[src/rtl/hpdcache_sram_ecc_rmw_ctrl.sv]
// hpdcache_sram_ecc_rmw_ctrl: turns partial byte-enable writes into read-merge-write on a 1RW ECC SRAM
module hpdcache_sram_ecc_rmw_ctrl #(
    parameter int ADDR_SIZE = 8,
    parameter int DATA_SIZE = 64,
    parameter int NDATA     = 2,
    parameter int CNT_WIDTH = 16
) (
    input  logic                            clk_i,
    input  logic                            rst_i,
    input  logic                            req_valid_i,
    output logic                            req_ready_o,
    input  logic                            req_we_i,
    input  logic [ADDR_SIZE-1:0]            req_addr_i,
    input  logic [NDATA*DATA_SIZE-1:0]      req_wdata_i,
    input  logic [NDATA*DATA_SIZE/8-1:0]    req_wbyteenable_i,
    output logic                            rsp_valid_o,
    output logic                            rsp_we_o,
    output logic [NDATA*DATA_SIZE-1:0]      rsp_rdata_o,
    output logic [NDATA-1:0]                rsp_err_cor_o,
    output logic [NDATA-1:0]                rsp_err_unc_o,
    output logic                            sram_cs_o,
    output logic                            sram_we_o,
    output logic [ADDR_SIZE-1:0]            sram_addr_o,
    output logic [NDATA*DATA_SIZE-1:0]      sram_wdata_o,
    output logic [NDATA*DATA_SIZE/8-1:0]    sram_wbyteenable_o,
    input  logic [NDATA*DATA_SIZE-1:0]      sram_rdata_i,
    input  logic [NDATA-1:0]                sram_err_cor_i,
    input  logic [NDATA-1:0]                sram_err_unc_i,
    output logic [CNT_WIDTH-1:0]            cor_cnt_o
);
    localparam int BPW = DATA_SIZE / 8;
    localparam int NB  = NDATA * BPW;
    localparam int W   = NDATA * DATA_SIZE;

    typedef enum logic [1:0] {IDLE, RD_DATA, RMW_MERGE, WR_ACK} state_t;

    state_t                 state_q;
    logic [ADDR_SIZE-1:0]   addr_q;
    logic [W-1:0]           wdata_q;
    logic [NB-1:0]          be_q;
    logic [CNT_WIDTH-1:0]   cnt_q;
    logic [NDATA-1:0]       req_part, q_part, q_used;
    logic                   req_is_part, unc_hit, run;
    logic [W-1:0]           merged;
    logic [NB-1:0]          merge_be;

    // word classification of the incoming and the held request, plus the merged row
    always_comb begin
        req_part = '0;
        q_part   = '0;
        q_used   = '0;
        merged   = '0;
        merge_be = '0;
        for (int i = 0; i < NDATA; i++) begin
            req_part[i] = |req_wbyteenable_i[i*BPW +: BPW] && !(&req_wbyteenable_i[i*BPW +: BPW]);
            q_part[i]   = |be_q[i*BPW +: BPW] && !(&be_q[i*BPW +: BPW]);
            q_used[i]   = |be_q[i*BPW +: BPW];
        end
        for (int b = 0; b < NB; b++) begin
            merged[b*8 +: 8] = be_q[b] ? wdata_q[b*8 +: 8] : sram_rdata_i[b*8 +: 8];
            merge_be[b]      = q_used[b/BPW];
        end
        req_is_part = req_we_i && |req_part;
        unc_hit     = |(sram_err_unc_i & q_part);
    end

    assign run         = !rst_i;
    assign req_ready_o = run && state_q == IDLE;

    // SRAM command: direct access from IDLE, merged write-back from RMW_MERGE
    always_comb begin
        sram_cs_o          = 1'b0;
        sram_we_o          = 1'b0;
        sram_addr_o        = '0;
        sram_wdata_o       = '0;
        sram_wbyteenable_o = '0;
        if (run && state_q == IDLE && req_valid_i) begin
            sram_cs_o          = 1'b1;
            sram_we_o          = req_we_i && !req_is_part;
            sram_addr_o        = req_addr_i;
            sram_wdata_o       = req_wdata_i;
            sram_wbyteenable_o = (req_we_i && !req_is_part) ? req_wbyteenable_i : '0;
        end else if (run && state_q == RMW_MERGE && !unc_hit) begin
            sram_cs_o          = 1'b1;
            sram_we_o          = 1'b1;
            sram_addr_o        = addr_q;
            sram_wdata_o       = merged;
            sram_wbyteenable_o = merge_be;
        end
    end

    // completion: error flags only reach the requester for words it actually asked to merge
    always_comb begin
        rsp_valid_o   = run && state_q != IDLE;
        rsp_we_o      = run && (state_q == RMW_MERGE || state_q == WR_ACK);
        rsp_rdata_o   = (run && state_q == RD_DATA) ? sram_rdata_i : '0;
        rsp_err_cor_o = !run ? '0 : state_q == RD_DATA ? sram_err_cor_i :
                        state_q == RMW_MERGE ? (sram_err_cor_i & q_part) : '0;
        rsp_err_unc_o = !run ? '0 : state_q == RD_DATA ? sram_err_unc_i :
                        state_q == RMW_MERGE ? (sram_err_unc_i & q_part) : '0;
    end

    assign cor_cnt_o = cnt_q;

    // FSM, request capture and saturating corrected-error counter
    always_ff @(posedge clk_i) begin
        if (rst_i) begin
            state_q <= IDLE;
            cnt_q   <= '0;
        end else begin
            state_q <= (state_q == IDLE && req_valid_i) ?
                       (!req_we_i ? RD_DATA : req_is_part ? RMW_MERGE : WR_ACK) : IDLE;
            if (state_q == IDLE && req_valid_i) begin
                addr_q  <= req_addr_i;
                wdata_q <= req_wdata_i;
                be_q    <= req_wbyteenable_i;
            end
            if (rsp_valid_o && |rsp_err_cor_o && !(&cnt_q))
                cnt_q <= cnt_q + CNT_WIDTH'(1);
        end
    end
endmodule
[config.mk]
export PLATFORM = sky130hd
export DESIGN_NAME = hpdcache_sram_ecc_rmw_ctrl
export DESIGN_NICKNAME = d
export VERILOG_FILES = /design/src/rtl/hpdcache_sram_ecc_rmw_ctrl.sv
export SDC_FILE = /design/constraint.sdc
export NUM_CORES = 1
export LEC_CHECK = 0
export ABC_AREA = 1
export BUFFER_PORTS_ARGS = -buffer_cell sky130_fd_sc_hd__buf_2
export CORE_AREA = 2 2 231 233
export CTS_BUF_LIST = sky130_fd_sc_hd__clkbuf_8
export DETAILED_ROUTE_END_ITERATION = 16
export DIE_AREA = 0 0 233 235
export RECOVER_POWER = 100
export SLEW_MARGIN = 5
export SYNTH_ARGS = -nofsm -noshare
export SYNTH_HDL_FRONTEND = slang
export SYNTH_SLANG_ARGS = --single-unit
[constraint.sdc]
create_clock -name clk_i -period 12.4 [get_ports clk_i]
set_input_delay 2.48 -clock clk_i [delete_from_list [all_inputs] [get_ports clk_i]]
set_output_delay 2.48 -clock clk_i [all_outputs]
set_load 0.05 [all_outputs]
=== Yosys cells after proc, flatten, opt, wreduce, memory -nomap -nowiden ===
Index checks and enable logic that the tools add are counted.

* $add $sub $neg: 1
* Eq/ne operators: 3
* Muxes and demuxes: 35
* Bitwise logic cells: 5
* Reduce and logical (&&, ||, !) cells: 42

{| class="wikitable"
|+ Operators with widths
! kind !! number
|-
| 128-bit 2-to-1 mux || 3
|-
| 8-bit 2-to-1 mux || 18
|-
| 16-bit 2-to-1 mux || 3
|-
| 8-bit AND reduction || 4
|-
| 8-bit OR reduction || 4
|-
| 16-bit by 1-bit adder with 16-bit output (second input constant) || 1
|-
| 1-bit logical AND || 16
|-
| 16-bit AND reduction || 1
|-
| 2-bit 2-to-1 mux || 6
|-
| 1-bit logical NOT || 8
|-
| 2-bit OR reduction || 4
|-
| 1-bit 2-to-1 mux || 5
|-
| 2-bit bitwise AND || 2
|-
| 2-bit equality test (second input constant) || 2
|-
| 1-bit inverter || 3
|-
| 3-bit OR reduction || 1
|-
| 2-bit by 1-bit equality test with 1-bit output (second input constant) || 1
|-
| 2-bit logical NOT || 1
|-
| 2-bit AND reduction || 1
|-
| 2-bit nonzero test || 1
|-
| 1-bit logical OR || 1
|}

* Register bits after elaboration: 170
* Input bits: 288
* Output and inout port bits: 305
* Word-level logic and storage cells: 92

=== Depth between registers and ports, before layout ===
* Depth after elaboration: 10
* Gate-level depth with buffers: 12
* Depth with buffers taken out: 11

=== Worst setup path before layout ===
No wires, ideal clock.

* Path type: input port to output port
* From: in rst_i
* To: out sram_wdata_o[119]
* Arrival: 6.773 ns
* Slack: 3.147 ns
* Stages: 7
* Path buffers: 2
* Cell sequence: nor3_1 nand2_1 inv_1 buf_2 buf_2 nand2_1 o21ai_0

* Longest elaborated chain between the ends: 5
* Elaborated cells on any way between the ends: 7

{| class="wikitable"
|+ Ends and longest elaborated chain
! item !! RTL line !! source
|-
| start: declaration || 9 || <nowiki>input logic rst_i,</nowiki>
|-
| 1-bit logical NOT * || 67 || <nowiki>assign run = !rst_i;</nowiki>
|-
| 1-bit logical AND (2 in series) || 83 || <nowiki>end else if (run && state_q == RMW_MERGE && !unc_hit) begin</nowiki>
|-
| 128-bit 2-to-1 mux || 83 ||
|-
| 128-bit 2-to-1 mux * || 77 || <nowiki>if (run && state_q == IDLE && req_valid_i) begin</nowiki>
|-
| end: declaration || 24 || <nowiki>output logic [NDATA*DATA_SIZE-1:0] sram_wdata_o,</nowiki>
|}

Mark *: on every way between the ends. The rest lies on a longest branch, timed or not.

=== Worst setup path after layout ===
* From: in rst_i
* To: out rsp_rdata_o[25]

* Longest elaborated chain between the ends: 3

{| class="wikitable"
|+ Ends and longest elaborated chain
! item !! RTL line !! source
|-
| 1-bit logical NOT || 67 ||
|-
| 1-bit logical AND || 96 || <nowiki>rsp_rdata_o = (run && state_q == RD_DATA) ? sram_rdata_i : '0;</nowiki>
|-
| 128-bit 2-to-1 mux || 96 ||
|-
| end: declaration || 18 || <nowiki>output logic [NDATA*DATA_SIZE-1:0] rsp_rdata_o,</nowiki>
|}

No other way between the ends.

==> summary.md <==
| Metric | Value |
|---|---|
| Status | `complete, but fails checks` |
| Violated checks | `max-capacitance violations, max-slew violations` |
| Crit Path Class | `in2out` |
| CP required | `9920 ps` |
| Die Ht | `235 µm` |
| Worst r2r src | `be_q[12]` |
| Final Wtd Congestion | `~0.84` |
| CP Capture Type | `output port` |
| Leak Pwr | `about 5.4 nW` |
| Post-Route WL | `about 38000 µm` |
| Gr usage total | `13.5%` |
| Detailed placement HPWL | `29500 µm` |
| R2R Path End | `cor_cnt_o[7]` |
| Worst-Margin Slew | `approximately 2300 ps` |
| Nets | `just over 2000` |
| Vias per cell | `between 4 and 5` |
| Mapped Area | `just under 10000 µm²` |
| Setup Skew | `19.7 ps` |
| CTS clk-pin slew, worst paths | `90 ps` |
| Synth warn | `0` |
| CTS tree | `built` |
| Clk sinks | `170` |
| Maximum fanout along the worst path | `77` |
| DRC Markers | `0` |
| Crit path DAT | `7160 ps` |
| Yosys top cell area share | `47.5%` |
| First-pass GRT wire length | `roughly 55000 µm` |
| Hold-fix buffers, CTS | `0` |
| Worst slew margin | `-51.5%` |
| WHS Endpoint | `cor_cnt_o[15]` |
| Initial DRC Count | `597` |
| Largest net degree at the start of global routing | `158` |
| Num CTS Buffers | `17` |
| Routed len/inst | `around 15 µm` |
| Register area share after synthesis | `51.2%` |
| Post-cts repair resize count | `0` |
| # rows | `84` |
| Port buffer count | `592` |
| Multi-input combinational cell area | `approximately 3700 µm²` |
| Uppermost layer routed | `met4` |
| RSZ-0062 raised after global routing | `false` |
| FF+latch count, synth | `between 150 and 200` |
| Cells taking the most area after synthesis | `edfxtp_1, nand2_1, o21ai_0, nor2_1, inv_1` |
| Cell taking the most area after synthesis | `edfxtp_1` |
| Met1 Wirelength | `16800 µm` |
| H-tree levels | `4` |
| Crit path launch type | `primary input` |
| Final worst setup slack | `2760 ps` |
| Gate Count Post-Synth | `1233` |
| Post-synth top cells | `nand2_1, o21ai_0, nor2_1` |
| Die X | `233 µm` |
| Avg Cell Area, Syn | `7.80 µm²` |
| Min-delay src | `cor_cnt_o[15]` |
| Starting Density | `a little under a fifth` |
| Fraction of layout cells with a size suffix above 1 | `14.2%` |
| Synth-to-Final Area Change | `35.1%` |
| Power per cell area | `between 90 and 100 nW/µm²` |
| FF+latch area | `about 5000 µm²` |
| Distinct cells, synth | `33` |
| Pre-CTS setup slack | `4490 ps` |
| Met3 wire length | `roughly 2300 µm` |
| Post-synth EDFFs | `around 150` |
| Vias in the first global route | `a little over 9000` |
| Final setup viols | `0` |
| Reg-to-reg setup timing slack | `9350 ps` |
| Final min period | `9640 ps` |
| DR pass1 iterations | `5` |
| FFs w/ async S/R, synth | `0%` |
| Core footprint | `52200 µm²` |
| Final Hold Fails | `0` |
| Hold path cells | `2` |
| Final non-filler cell total | `roughly 2500` |
| Worst R2R Path Depth | `11` |
| Peak Freq | `roughly 0.10 GHz` |
| VDD IR max | `around 65 µV` |
| Die ar. | `around 55000 µm²` |
| Syn_nets | `1522` |
| Routed wl met2 | `~18000 µm` |
| Placed Cells | `2454` |
| HP Class | `reg2reg` |
| Setup TNS Final | `0 ps` |
| Via count | `10100` |
| Slew Viols, Final | `53` |
| Ys flop type | `edfxtp_1` |
| Post-CTS setup buffer count | `0` |
| Initial antenna violation count | `3` |
| Final period utilization | `77.8%` |
| ANT nets after route | `0` |
| Fill cell count | `between 6000 and 7000` |
| Root Buffer Master | `clkbuf_8` |
| I/O Pins | `593` |
| Clock latency on the worst-skew pair | `540 ps` |
| Max-cap violations | `1` |
| GRT Residual Overflow | `0` |
| CTS max path bufs | `2` |
| Most frequent cell after synthesis | `nand2_1` |
## stage by stage
| step | total power, mW | instance area, µm² | util, % | hold slack [ps] |
|---|---|---|---|---|
| global placement | 0.960 | 13200 | 25.3 | 480 |
| CTS | 1.34 | 13500 | 25.9 | 505 |
| finish | 1.30 | 13000 | 24.9 | 507 |
| global route | 1.37 | 13000 | 24.9 | 515 |
| floorplan | 0.851 | 9610 | - | 702 |
| detailed placement | 0.961 | 13200 | 25.3 | 490 |
## flip-flops by register name, indices dropped and copies added, names as in the netlist
name / count
addr_q: 8
cor_cnt_o: 16
be_q: 16
state_q: 2
wdata_q: 128
## per-layer routing
layer	vias up	track usage (%)
li1	5110	-
met1	4527	16.5
met2	428	23.0
met3	36	2.91
met4	0	5.50
met5	-	0
## cell families after synthesis
| logic type | synth area share, % |
|---|---|
| AOI/OAI and AO/OA | 15.6 |
| adders and majority gates | 0.130 |
| xor gates and xnor gates | 1.00 |
| buffers and inverters | 9.48 |
| DFF | 51.2 |
| and+or+nand+nor | 22.6 |
## worst max-delay path: stages
cell	delay (ps)
buf_2	70
clkbuf_1	980
inv_1	430
nand3_1	1650
buf_4	830
nor2_1	230
clkbuf_1	360
## placed cells by master (no fill, tap or decap), types with 17 or more instances in the layout
cell type  Yosys  routed
buf_2         40     191
clkbuf_1      20     401
clkbuf_8       0      17
dfxtp_1       18      18
edfxtp_1     152     152
inv_1        143     146
inv_2         17      17
nand2_1      328     331
nand3_1       29      28
nor2_1       154     155
o21ai_0      229     237
o21ai_1       28      20
## report_power, final
part	total [mW]	leakage, nW	switching [mW]	internal, mW
logic	0.278	3.64	0.214	0.0640
registers	0.657	1.56	0.00642	0.651
clock network	0.362	0.176	0.228	0.134
## worst max-delay path by stage
stage | startpoint | endpoint
5_1_grt | rst_i | rsp_rdata_o[25]
2_1_floorplan | rst_i | sram_wdata_o[119]
3_5_place_dp | rst_i | sram_wbyteenable_o[1]
4_1_cts | rst_i | sram_wbyteenable_o[1]
6_report | rst_i | rsp_rdata_o[25]
3_3_place_gp | rst_i | sram_wbyteenable_o[4]
## area by class of cell
cell class,count,area share (%)
Sequential cell,170,37.9
Multi-Input combinational cell,838,28.9
Timing Repair Buffer,597,19.3
Tap cell,688,6.63
Inverter,161,4.71
Clock buffer,17,1.80
Clock inverter,15,0.713
Antenna cell,3,0.0578
Power figures use the tool's default switching activity.
